[src/rtl/mem_bus_arbiter_pkg.sv]
// Shared types and constants for the memory bus arbiter.
package mem_bus_arbiter_pkg;

  typedef enum logic [1:0] {
    IDLE   = 2'd0,
    BUSY_I = 2'd1,
    BUSY_D = 2'd2
  } arb_state_t;

  typedef struct packed {
    logic [63:0] addr;
    logic [2:0]  size;
    logic [7:0]  strobe;
    logic [63:0] wdata;
  } mem_req_t;

  // Instruction fetches are always 4-byte reads.
  localparam logic [2:0] MSIZE4 = 3'd2;

  // Pick the 32-bit instruction word out of a 64-bit bus beat.
  function automatic logic [31:0] sel_word(input logic [63:0] rdata, input logic hi);
    return hi ? rdata[63:32] : rdata[31:0];
  endfunction

endpackage

[src/rtl/mem_bus_arbiter_streak_ctr.sv]
// Saturating counter of consecutive contended data grants.
module arb_streak_ctr #(
  parameter int MAX_D_STREAK = 4
) (
  input  logic clk,
  input  logic reset,
  input  logic i_clr,
  input  logic i_inc,
  output logic o_at_limit
);

  logic [3:0] r_count;

  assign o_at_limit = (r_count >= 4'(MAX_D_STREAK));

  // Clear wins over increment; increment stops at the limit.
  always_ff @(posedge clk or posedge reset) begin
    if (reset) begin
      r_count <= '0;
    end else if (i_clr) begin
      r_count <= '0;
    end else if (i_inc && !o_at_limit) begin
      r_count <= r_count + 4'd1;
    end
  end

endmodule

[src/rtl/mem_bus_arbiter.sv]
// Two-requester arbiter (fetch and data) for the core's single memory bus.
module mem_bus_arbiter #(
  parameter int MAX_D_STREAK = 4
) (
  input  logic        clk,
  input  logic        reset,
  input  logic        ireq_valid,
  input  logic [63:0] ireq_addr,
  input  logic        i_abort,
  output logic        iresp_ok,
  output logic [31:0] iresp_data,
  input  logic        dreq_valid,
  input  logic [63:0] dreq_addr,
  input  logic [2:0]  dreq_size,
  input  logic [7:0]  dreq_strobe,
  input  logic [63:0] dreq_wdata,
  output logic        dresp_ok,
  output logic [63:0] dresp_data,
  output logic        bus_valid,
  output logic [63:0] bus_addr,
  output logic [2:0]  bus_size,
  output logic [7:0]  bus_strobe,
  output logic [63:0] bus_wdata,
  input  logic        bus_ok,
  input  logic [63:0] bus_rdata
);

  import mem_bus_arbiter_pkg::*;

  arb_state_t r_state;
  mem_req_t   r_req;
  logic       r_bus_valid;
  logic       r_kill;

  logic w_i_pend;
  logic w_at_limit;
  logic w_grant_i;
  logic w_grant_d;
  logic w_streak_inc;
  logic w_streak_clr;

  // A fetch that is being aborted this cycle is not a candidate.
  assign w_i_pend  = ireq_valid & ~i_abort;

  // Data wins unless fetch has waited through MAX_D_STREAK contended data grants.
  assign w_grant_d = (r_state == IDLE) & dreq_valid & ~(w_i_pend & w_at_limit);
  assign w_grant_i = (r_state == IDLE) & w_i_pend & (~dreq_valid | w_at_limit);

  // Only data grants that made a fetch wait extend the streak.
  assign w_streak_inc = w_grant_d & w_i_pend;
  assign w_streak_clr = w_grant_i | (w_grant_d & ~w_i_pend);

  arb_streak_ctr #(
    .MAX_D_STREAK (MAX_D_STREAK)
  ) u_streak (
    .clk        (clk),
    .reset      (reset),
    .i_clr      (w_streak_clr),
    .i_inc      (w_streak_inc),
    .o_at_limit (w_at_limit)
  );

  // Arbitration FSM: latch the winner, hold it on the bus until bus_ok.
  always_ff @(posedge clk or posedge reset) begin
    if (reset) begin
      r_state     <= IDLE;
      r_req       <= '0;
      r_bus_valid <= 1'b0;
      r_kill      <= 1'b0;
    end else begin
      case (r_state)
        IDLE: begin
          r_kill <= 1'b0;
          if (w_grant_d) begin
            r_req       <= '{addr: dreq_addr, size: dreq_size,
                             strobe: dreq_strobe, wdata: dreq_wdata};
            r_bus_valid <= 1'b1;
            r_state     <= BUSY_D;
          end else if (w_grant_i) begin
            r_req       <= '{addr: ireq_addr, size: MSIZE4,
                             strobe: 8'h00, wdata: 64'h0};
            r_bus_valid <= 1'b1;
            r_state     <= BUSY_I;
          end
        end
        BUSY_I: begin
          if (bus_ok) begin
            r_bus_valid <= 1'b0;
            r_kill      <= 1'b0;
            r_state     <= IDLE;
          end else if (i_abort) begin
            // The bus beat still completes; only the response is dropped.
            r_kill <= 1'b1;
          end
        end
        BUSY_D: begin
          if (bus_ok) begin
            r_bus_valid <= 1'b0;
            r_state     <= IDLE;
          end
        end
        default: begin
          r_bus_valid <= 1'b0;
          r_state     <= IDLE;
        end
      endcase
    end
  end

  assign bus_valid  = r_bus_valid;
  assign bus_addr   = r_req.addr;
  assign bus_size   = r_req.size;
  assign bus_strobe = r_req.strobe;
  assign bus_wdata  = r_req.wdata;

  // Responses are routed combinationally in the bus_ok cycle; abort in that cycle still suppresses.
  assign iresp_ok   = (r_state == BUSY_I) & bus_ok & ~r_kill & ~i_abort;
  assign dresp_ok   = (r_state == BUSY_D) & bus_ok;
  assign iresp_data = iresp_ok ? sel_word(bus_rdata, r_req.addr[2]) : 32'h0;
  assign dresp_data = dresp_ok ? bus_rdata : 64'h0;

endmodule

[config.mk]
export PLATFORM = sky130hd
export DESIGN_NAME = mem_bus_arbiter
export DESIGN_NICKNAME = d
export VERILOG_FILES = /design/src/rtl/mem_bus_arbiter_pkg.sv /design/src/rtl/mem_bus_arbiter_streak_ctr.sv /design/src/rtl/mem_bus_arbiter.sv
export SDC_FILE = /design/constraint.sdc
export NUM_CORES = 1
export LEC_CHECK = 0
export BUFFER_PORTS_ARGS = -buffer_cell sky130_fd_sc_hd__clkbuf_2
export CORE_AREA = 2 2 197 199
export CTS_BUF_LIST = sky130_fd_sc_hd__clkbuf_2 sky130_fd_sc_hd__clkbuf_4 sky130_fd_sc_hd__clkbuf_8
export DETAILED_ROUTE_END_ITERATION = 7
export DIE_AREA = 0 0 199 201
export GPL_TIMING_DRIVEN = 1
export PLACE_DENSITY_LB_ADDON = 0.05
export SLEW_MARGIN = 20
export SYNTH_ARGS = -nofsm -noshare
export SYNTH_HDL_FRONTEND = slang
export SYNTH_SLANG_ARGS = --single-unit
[constraint.sdc]
create_clock -name clk -period 4.9 [get_ports clk]
set_input_delay 1.225 -clock clk [delete_from_list [all_inputs] [get_ports clk]]
set_output_delay 1.225 -clock clk [all_outputs]
set_load 0.1 [all_outputs]
==> results.toml, run 1 <==
[sta]
worst_pin_slew_ps = 1060
max_freq_ghz = 0.257
finalWorstPathRequiredPeriod_ps = 3900
fin_tns_setup_ps = 0
fin_crit_sh_pct = 79.5
timing.slew.headroom_pct = 29.6
hold_violations = 0
finalSetupViolCount = 0
fin_worst_skew_ps = 17.4
report.final.slew_viol_count = 0
grt_setup_unrepaired = "no"
fin_ws_ps = 1000

[synthesis]
ys_ff_latch = 147
ys_warn_count = 0
synth_edf_count = 0
async_flop_share_pct = 100
synth_cells = 712
synth_ff_type = "dfrtp_1"
ys_seq_area_share_pct = 52.8
syn-num-nets = 989
syn-cell-area_mm2 = 0.00697
synth.avg_cell_area_um2 = 9.79
ys_types = 30

[route]
dr.pass1.iters = 4
dr.first_iter.drc_count = 326
wl_um = 33400
num_vias = 7226
wl_per_cell_um = 19.4
drc_errors = 0
vias_per_cell = 4.20
postRouteAntennaNets = 0

[min_path]
hold_depth = 1
hold_end = "u_streak.r_count[0]$_DFFE_PP0P_"
hold_start = "u_streak.r_count[0]$_DFFE_PP0P_"
hold_path_class = "flip-flop to flip-flop"

[final_layout]
layout_common_cells = "clkbuf_2 (477), dfrtp_1 (146), a21oi_1 (130), nor2_1 (100), a22o_1 (74)"
nFillCells = 4191
area_growth_pct = 55.5
nets = 1466
final_common_cell = "clkbuf_2"
antenna_cells = 0
drive_above_1_share_pct = 47.1

[placement]
dp_hpwl_um = 24900
gp_congestion = 0.760
place_worst_setup_slack_ps = 1010
port_buffers = 510

[setup_path]
rr_endpoint = "bus_wdata[14]$_DFFE_PP0P_"
r2r_cells = 6
r2r_slack_ps = 2370
path_class = "input pin to primary output"
crit_start = "bus_ok"
path_max_fanout = 68
end_kind = "primary output"
r2r-start = "r_state[0]$_DFFE_PP0P_"
cp.arrival_ps = 2670
worstPathRequired_ps = 3670
start_kind = "input pin"

[clock_tree]
clk_pin_slew_ps = 100
cts_buffer_depth = 2
post_cts_resized = 0
hold_buffers = 0
numCtsBuffers = 17
cts_tree = "built"
root_buffer = "clkbuf_8"
htreeDepth = 4
clk_latency_ps = 480
numClockSinks = 147
post_cts_buffers = 0

[grt]
grt_use_total_pct = 16.3
grt_remaining_overflow = 0
antenna_found_initial = 2
grt_max_degree = 148
grt_pass1_vias = 7428
grt_first_pass_wirelength_um = 48100

[die]
die-area_mm2 = 0.0400
die_w_um = 199
rows = 72
die_y_um = 201
ios = 511
core_mm2 = 0.0381
start_util_pct = 18.3

[job]
maxCapViolations = 0

[outcome]
status = "finished clean"
-- cells by family after synthesis --
family / after synthesis / synth area share (%)
AO/OA/AOI/OAI: 216 / 20.1
adder cells (fa/ha/maj): 4 / 0.718
buffers and inverters: 71 / 5.87
flip-flops: 147 / 52.8
multiplexers: 33 / 4.74
AND/OR/NAND/NOR: 241 / 15.8
-- flip-flops by register name (all words and copies together), names as in the netlist --
register	cells
u_streak.r_count	4
bus_size	3
bus_strobe	8
r_state	2
bus_valid	1
bus_wdata	64
r_kill	1
bus_addr	64
-- critical path: stages --
cell and delay, ps:
clkbuf_2 80, buf_4 430, nand3_1 130, buf_4 270, nor2_1 260, buf_12 210
-- cells in the mapped netlist, types with 2 or more instances --
cell type / count / area (um^2)
and2_1: 2 / 12.5
clkbuf_1: 28 / 105
and3_1: 64 / 400
buf_4: 5 / 37.5
o21ai_1: 2 / 10.0
inv_1: 4 / 15.0
ha_1: 4 / 50.1
o21ai_0: 3 / 15.0
buf_6: 13 / 146
dfrtp_1: 147 / 3680
nand2_1: 68 / 255
a22o_1: 74 / 648
a21oi_1: 130 / 651
buf_2: 21 / 105
mux2i_1: 33 / 330
nor2_1: 100 / 375
-- metal layers --
metal | vias up | track usage [%] | wire (um) | share of wire (%)
li1 | 3453 | - | - | -
met4 | 4 | 4.21 | 496 | 1.5
met1 | 3442 | 17.0 | 11900 | 36
met3 | 25 | 5.66 | 2960 | 8.9
met5 | - | 0 | 27 | 0.081
met2 | 302 | 30.8 | 17900 | 54
-- how the worst max path moves through the flow --
stage | end | depth (start not counted)
finish | iresp_data[1] | 6
global route | iresp_data[9] | 6
CTS | iresp_data[1] | 3
detailed placement | iresp_data[2] | 6
global placement | iresp_data[30] | 6
floorplan | iresp_data[10] | 4
-- final cells by class --
type | count | area [um^2] | area share (%)
Sequential cell | 147 | 3680 | 33.9
Inverter | 4 | 18.8 | 0.173
Multi-Input combinational cell | 494 | 2890 | 26.7
Clock buffer | 19 | 255 | 2.35
Timing Repair Buffer | 525 | 3200 | 29.5
Tap cell | 518 | 648 | 5.98
Clock inverter | 13 | 148 | 1.36
-- stage by stage --
stage | util [%] | hold WS [ps] | area, um^2 | instances
after floorplan | - | 450 | 6970 | 712
after global placement | 27.3 | 479 | 10400 | 1687
after detailed placement | 27.3 | 479 | 10400 | 1687
after CTS | 28.4 | 496 | 10800 | 1719
after global routing | 28.4 | 521 | 10800 | 1720
final | 28.4 | 487 | 10800 | 1720
Power of run 1 is left out: the tool's default activity adds up to more than one toggle a clock period on the data nets, which glitch-free logic cannot reach.
==> run 2: changes to the inputs <==
clock period = 4.1 ns   (was 4.9 ns; I/O delays follow)
==> results.toml, run 2 (synthesized netlist as in run 1, its figures left out) <==
[route]
wl_um = 32100
dr.first_iter.drc_count = 325
wl_per_cell_um = 18.7
dr.pass1.iters = 4
num_vias = 7234
postRouteAntennaNets = 0
vias_per_cell = 4.21
drc_errors = 0

[placement]
place_worst_setup_slack_ps = 745
port_buffers = 510
dp_hpwl_um = 23900
gp_congestion = 0.768

[sta]
max_freq_ghz = 0.297
fin_worst_skew_ps = 23.9
fin_crit_sh_pct = 82.2
finalSetupViolCount = 0
fin_ws_ps = 729
worst_pin_slew_ps = 865
fin_tns_setup_ps = 0
report.final.slew_viol_count = 0
grt_setup_unrepaired = "no"
finalWorstPathRequiredPeriod_ps = 3370
hold_violations = 0
timing.slew.headroom_pct = 42.3

[final_layout]
antenna_cells = 0
layout_common_cells = "clkbuf_2 (477), dfrtp_1 (146), a21oi_1 (130), nor2_1 (100), a22o_1 (74)"
final_common_cell = "clkbuf_2"
nFillCells = 4192
nets = 1466
area_growth_pct = 55.7
drive_above_1_share_pct = 47.1

[min_path]
hold_path_class = "flip-flop to flip-flop"

[clock_tree]
clk_latency_ps = 490
cts_tree = "built"
htreeDepth = 4
post_cts_buffers = 0
numClockSinks = 147
cts_buffer_depth = 2
post_cts_resized = 0
clk_pin_slew_ps = 90
hold_buffers = 0
numCtsBuffers = 17
root_buffer = "clkbuf_8"

[setup_path]
critPathTopFamily = "buffers and inverters"
worstPathRequired_ps = 3070
cp_cell_sequence = "clkbuf_2 > buf_4 > and3_1 > clkbuf_2"
cp.arrival_ps = 2350
path_class = "input pin to primary output"
cp_slowest_stage_delay_ps = 460
critical_path.most_common_cell = "clkbuf_2"
end_kind = "primary output"
path_max_fanout = 60
start_kind = "input pin"
crit_buf_inv = 3
slowest_stage = "clkbuf_2"

[grt]
antenna_found_initial = 2
grt_max_degree = 148
grt_use_total_pct = 15.8
grt_pass1_vias = 7187
grt_remaining_overflow = 0
grt_first_pass_wirelength_um = 46500

[die]
start_util_pct = 18.3
core_mm2 = 0.0381
die_y_um = 201
rows = 72
die_w_um = 199
ios = 511
die-area_mm2 = 0.0400

[outcome]
status = "finished clean"

[job]
maxCapViolations = 0
==> run 2: layout make-up <==
class / count / area, um^2 / share of cell area (%)
Sequential cell: 147 / 3680 / 33.9
Timing Repair Buffer: 525 / 3190 / 29.4
Multi-Input combinational cell: 494 / 2890 / 26.7
Tap cell: 518 / 648 / 5.97
Clock buffer: 19 / 255 / 2.35
Clock inverter: 13 / 173 / 1.59
Inverter: 4 / 18.8 / 0.173
==> run 2: worst register-to-register path: cells and delay by family (launching register included) <==
family	cells	cell delay (ps)
buffers and inverters	2	680
flip-flops	1	390
adder cells (fa/ha/maj)	1	440
AO/OA/AOI/OAI	2	920
==> run 2: per-layer routing <==
| metal | wire [um] | part of all wire, % | global-route usage (%) | vias to the layer above |
|---|---|---|---|---|
| met4 | 662 | 2.1 | 5.14 | 4 |
| met5 | 34 | 0.11 | 0 | - |
| met3 | 2670 | 8.3 | 5.43 | 35 |
| met2 | 16600 | 52 | 28.5 | 307 |
| met1 | 12200 | 38 | 17.1 | 3435 |
| li1 | - | - | - | 3453 |
==> run 2: worst paths after layout <==
path,slack [ps],endpoint,depth (start not counted),from
worst max-delay path,730,dresp_data[59],4,bus_ok
worst min-delay path,500,u_streak.r_count[1]$_DFFE_PP0P_,2,u_streak.r_count[1]$_DFFE_PP0P_
worst min register to register,500,u_streak.r_count[1]$_DFFE_PP0P_,2,u_streak.r_count[1]$_DFFE_PP0P_
worst max register to register,1600,bus_wdata[41]$_DFFE_PP0P_,5,r_state[0]$_DFFE_PP0P_
min in group asynchronous,750,bus_wdata[56]$_DFFE_PP0P_,3,reset
max in group asynchronous,2650,bus_addr[2]$_DFFE_PP0P_,3,reset
==> run 2: stage by stage <==
| stage | instance area [um^2] | util, % | hold slack (ps) | instances |
|---|---|---|---|---|
| floorplan | 6970 | - | 450 | 712 |
| global placement | 10400 | 27.4 | 479 | 1688 |
| detailed placement | 10400 | 27.4 | 480 | 1688 |
| CTS | 10900 | 28.5 | 505 | 1720 |
| global route | 10900 | 28.5 | 516 | 1720 |
| finish | 10900 | 28.5 | 499 | 1720 |
Power of run 2 is left out for the same reason.
==> run 3: changes to the inputs <==
ABC_AREA = 1   (was unset)
CORE_AREA = 2 2 199 201   (was 2 2 197 199)
DIE_AREA = 0 0 201 203   (was 0 0 199 201)
clock period = 2.9 ns   (was 4.1 ns; I/O delays follow)
==> results.toml, run 3 <==
[synthesis]
ys_warn_count = 0
ys_top_cells_by_area = "dfrtp_1 (46%), nand2_1 (20%), nand3_1 (12%), inv_1 (9.8%), nor2_1 (3.2%)"
synth_common_cells = "nand2_1 (436), inv_1 (209), nand3_1 (196)"
synthMostInstantiatedCell = "nand2_1"
ys_types = 17
synth.avg_cell_area_um2 = 6.77
async_flop_share_pct = 100
syn-cell-area_mm2 = 0.00798
ys_seq_area_share_pct = 46.1
synth_cells = 1179
synth_edf_count = 0
yosysTopAreaCell = "dfrtp_1"
ys_ff_latch = 147
synth_ff_type = "dfrtp_1"
syn-num-nets = 1456
synth_top_area_share_pct = 46.1

[grt]
grt_use_total_pct = 19.1
grtUsageMet1_pct = 21.4
antenna_found_initial = 7
grt_remaining_overflow = 0
grtUsageMet2_pct = 35.3
grt_pass1_vias = 9047
met3_usage_pct = 5.23
grt_max_degree = 71
grt_first_pass_wirelength_um = 58600
grt_busiest_layer = "met2"

[final_layout]
nets = 1930
utilization_pct = 32.8
seq_area_mm2 = 0.00368
final_common_cell = "nand2_1"
drive_above_1_share_pct = 39.1
area_growth_pct = 58.0
multi_input_area_mm2 = 0.00346
layout_common_cells = "nand2_1 (433), clkbuf_2 (413), inv_1 (208), nand3_1 (195), dfrtp_1 (146)"
stdcell_count = 2190
final_cell_area_mm2 = 0.0126
nFillCells = 4319

[placement]
dp.cells = 2152
port_buffers = 510
dp_hpwl_um = 30300
gp_congestion = 0.894
place_worst_setup_slack_ps = 358
place_area_mm2 = 0.0121

[sta]
fin_worst_skew_ps = 17.8
worst_pin_slew_ps = 823
timing.slew.headroom_pct = 45.1
max_freq_ghz = 0.358
finalSetupViolCount = 0
hold_violations = 0
fin_ws_ps = 104
finalWorstPathRequiredPeriod_ps = 2800
grt_setup_unrepaired = "no"
report.final.slew_viol_count = 0
fin_crit_sh_pct = 96.4

[route]
num_vias = 8949
drc_errors = 0
dr.pass1.iters = 5
wl_um = 39700
postRouteAntennaNets = 0
dr.first_iter.drc_count = 394
vias_per_cell = 4.09
wl_per_cell_um = 18.1

[clock_tree]
cts_buffer_depth = 2
numClockSinks = 147
post_cts_resized = 0
htreeDepth = 4
cts_tree = "built"
root_buffer = "clkbuf_8"
hold_buffers = 0
post_cts_buffers = 0
numCtsBuffers = 17
clk_latency_ps = 470
clk_pin_slew_ps = 100

[setup_path]
crit_buf_inv = 3
slowest_stage = "dfrtp_1"
path_max_fanout = 40
worstPathRequired_ps = 2170
end_kind = "primary output"
cp_slowest_stage_delay_ps = 410
critPathTopFamily = "buffers and inverters"
path_class = "flip-flop to primary output"
cp.arrival_ps = 2070
cp_cell_sequence = "inv_1 > ha_1 > nand2_8 > buf_12 > nor2_2 > buf_4"
start_kind = "flip-flop"

[outcome]
status = "finished clean"

[die]
die_y_um = 203
ios = 511
die-area_mm2 = 0.0408
die_w_um = 201
rows = 72
start_util_pct = 20.8
core_mm2 = 0.0385

[job]
maxCapViolations = 0

[min_path]
hold_path_class = "input pin to async pin"
==> run 3: cell families (layout without fill, tap and decap cells) <==
kind of cell               after synthesis  count (layout)  synth area share, %
DFF                                    147             147                 46.1
other                                    0               6                    0
adders and majority gates                4               4                0.627
and+or+nand+nor                        705             705                 36.4
buffers and inverters                  285             772                 14.5
AOI/OAI and AO/OA                       38              38                 2.40
==> run 3: worst register-to-register path, delay by kind of cell, from the launching register on <==
kind	cells	cell delay, ps
AND/OR/NAND/NOR	4	840
buffers and inverters	4	460
adder cells (fa/ha/maj)	1	330
AO/OA/AOI/OAI	1	100
flip-flops	1	410
==> run 3: path summary, 6_finish.rpt <==
| path | slack [ps] | startpoint | cells after the start | endpoint |
|---|---|---|---|---|
| max in group asynchronous | 1880 | reset | 3 | bus_addr[21]$_DFFE_PP0P_ |
| min in group clk | 440 | dreq_wdata[38] | 3 | bus_wdata[38]$_DFFE_PP0P_ |
| min reg2reg | 480 | bus_addr[49]$_DFFE_PP0P_ | 2 | bus_addr[49]$_DFFE_PP0P_ |
| max reg2reg | 660 | r_state[1]$_DFFE_PP0P_ | 10 | bus_size[1]$_DFFE_PP0P_ |
| min | 280 | reset | 2 | bus_wdata[48]$_DFFE_PP0P_ |
| max | 100 | r_state[0]$_DFFE_PP0P_ | 6 | dresp_data[16] |
==> run 3: final cells by class <==
cell class / instances / share of cell area (%)
antenna: 6 / 0.119
tap: 518 / 5.14
multi-input combinational: 747 / 27.4
timing repair buffer: 529 / 28.8
clock inverter: 15 / 1.13
sequential: 147 / 29.2
clock buffer: 17 / 1.86
inverter: 211 / 6.33
==> run 3: per-stage QoR <==
step                      setup TNS (ps)  hold WS (ps)
after floorplan                   -12080           457
after global placement                 0           463
after detailed placement               0           464
after CTS                              0           244
after global routing                   0           270
final                                  0           279
==> run 3: routing by layer <==
metal / wire (um) / up-vias
met1: 15300 / 4136
met4: 484 / 2
met5: 12 / -
met2: 21100 / 319
met3: 2720 / 19
li1: - / 4473
Power of run 3 is left out for the same reason.
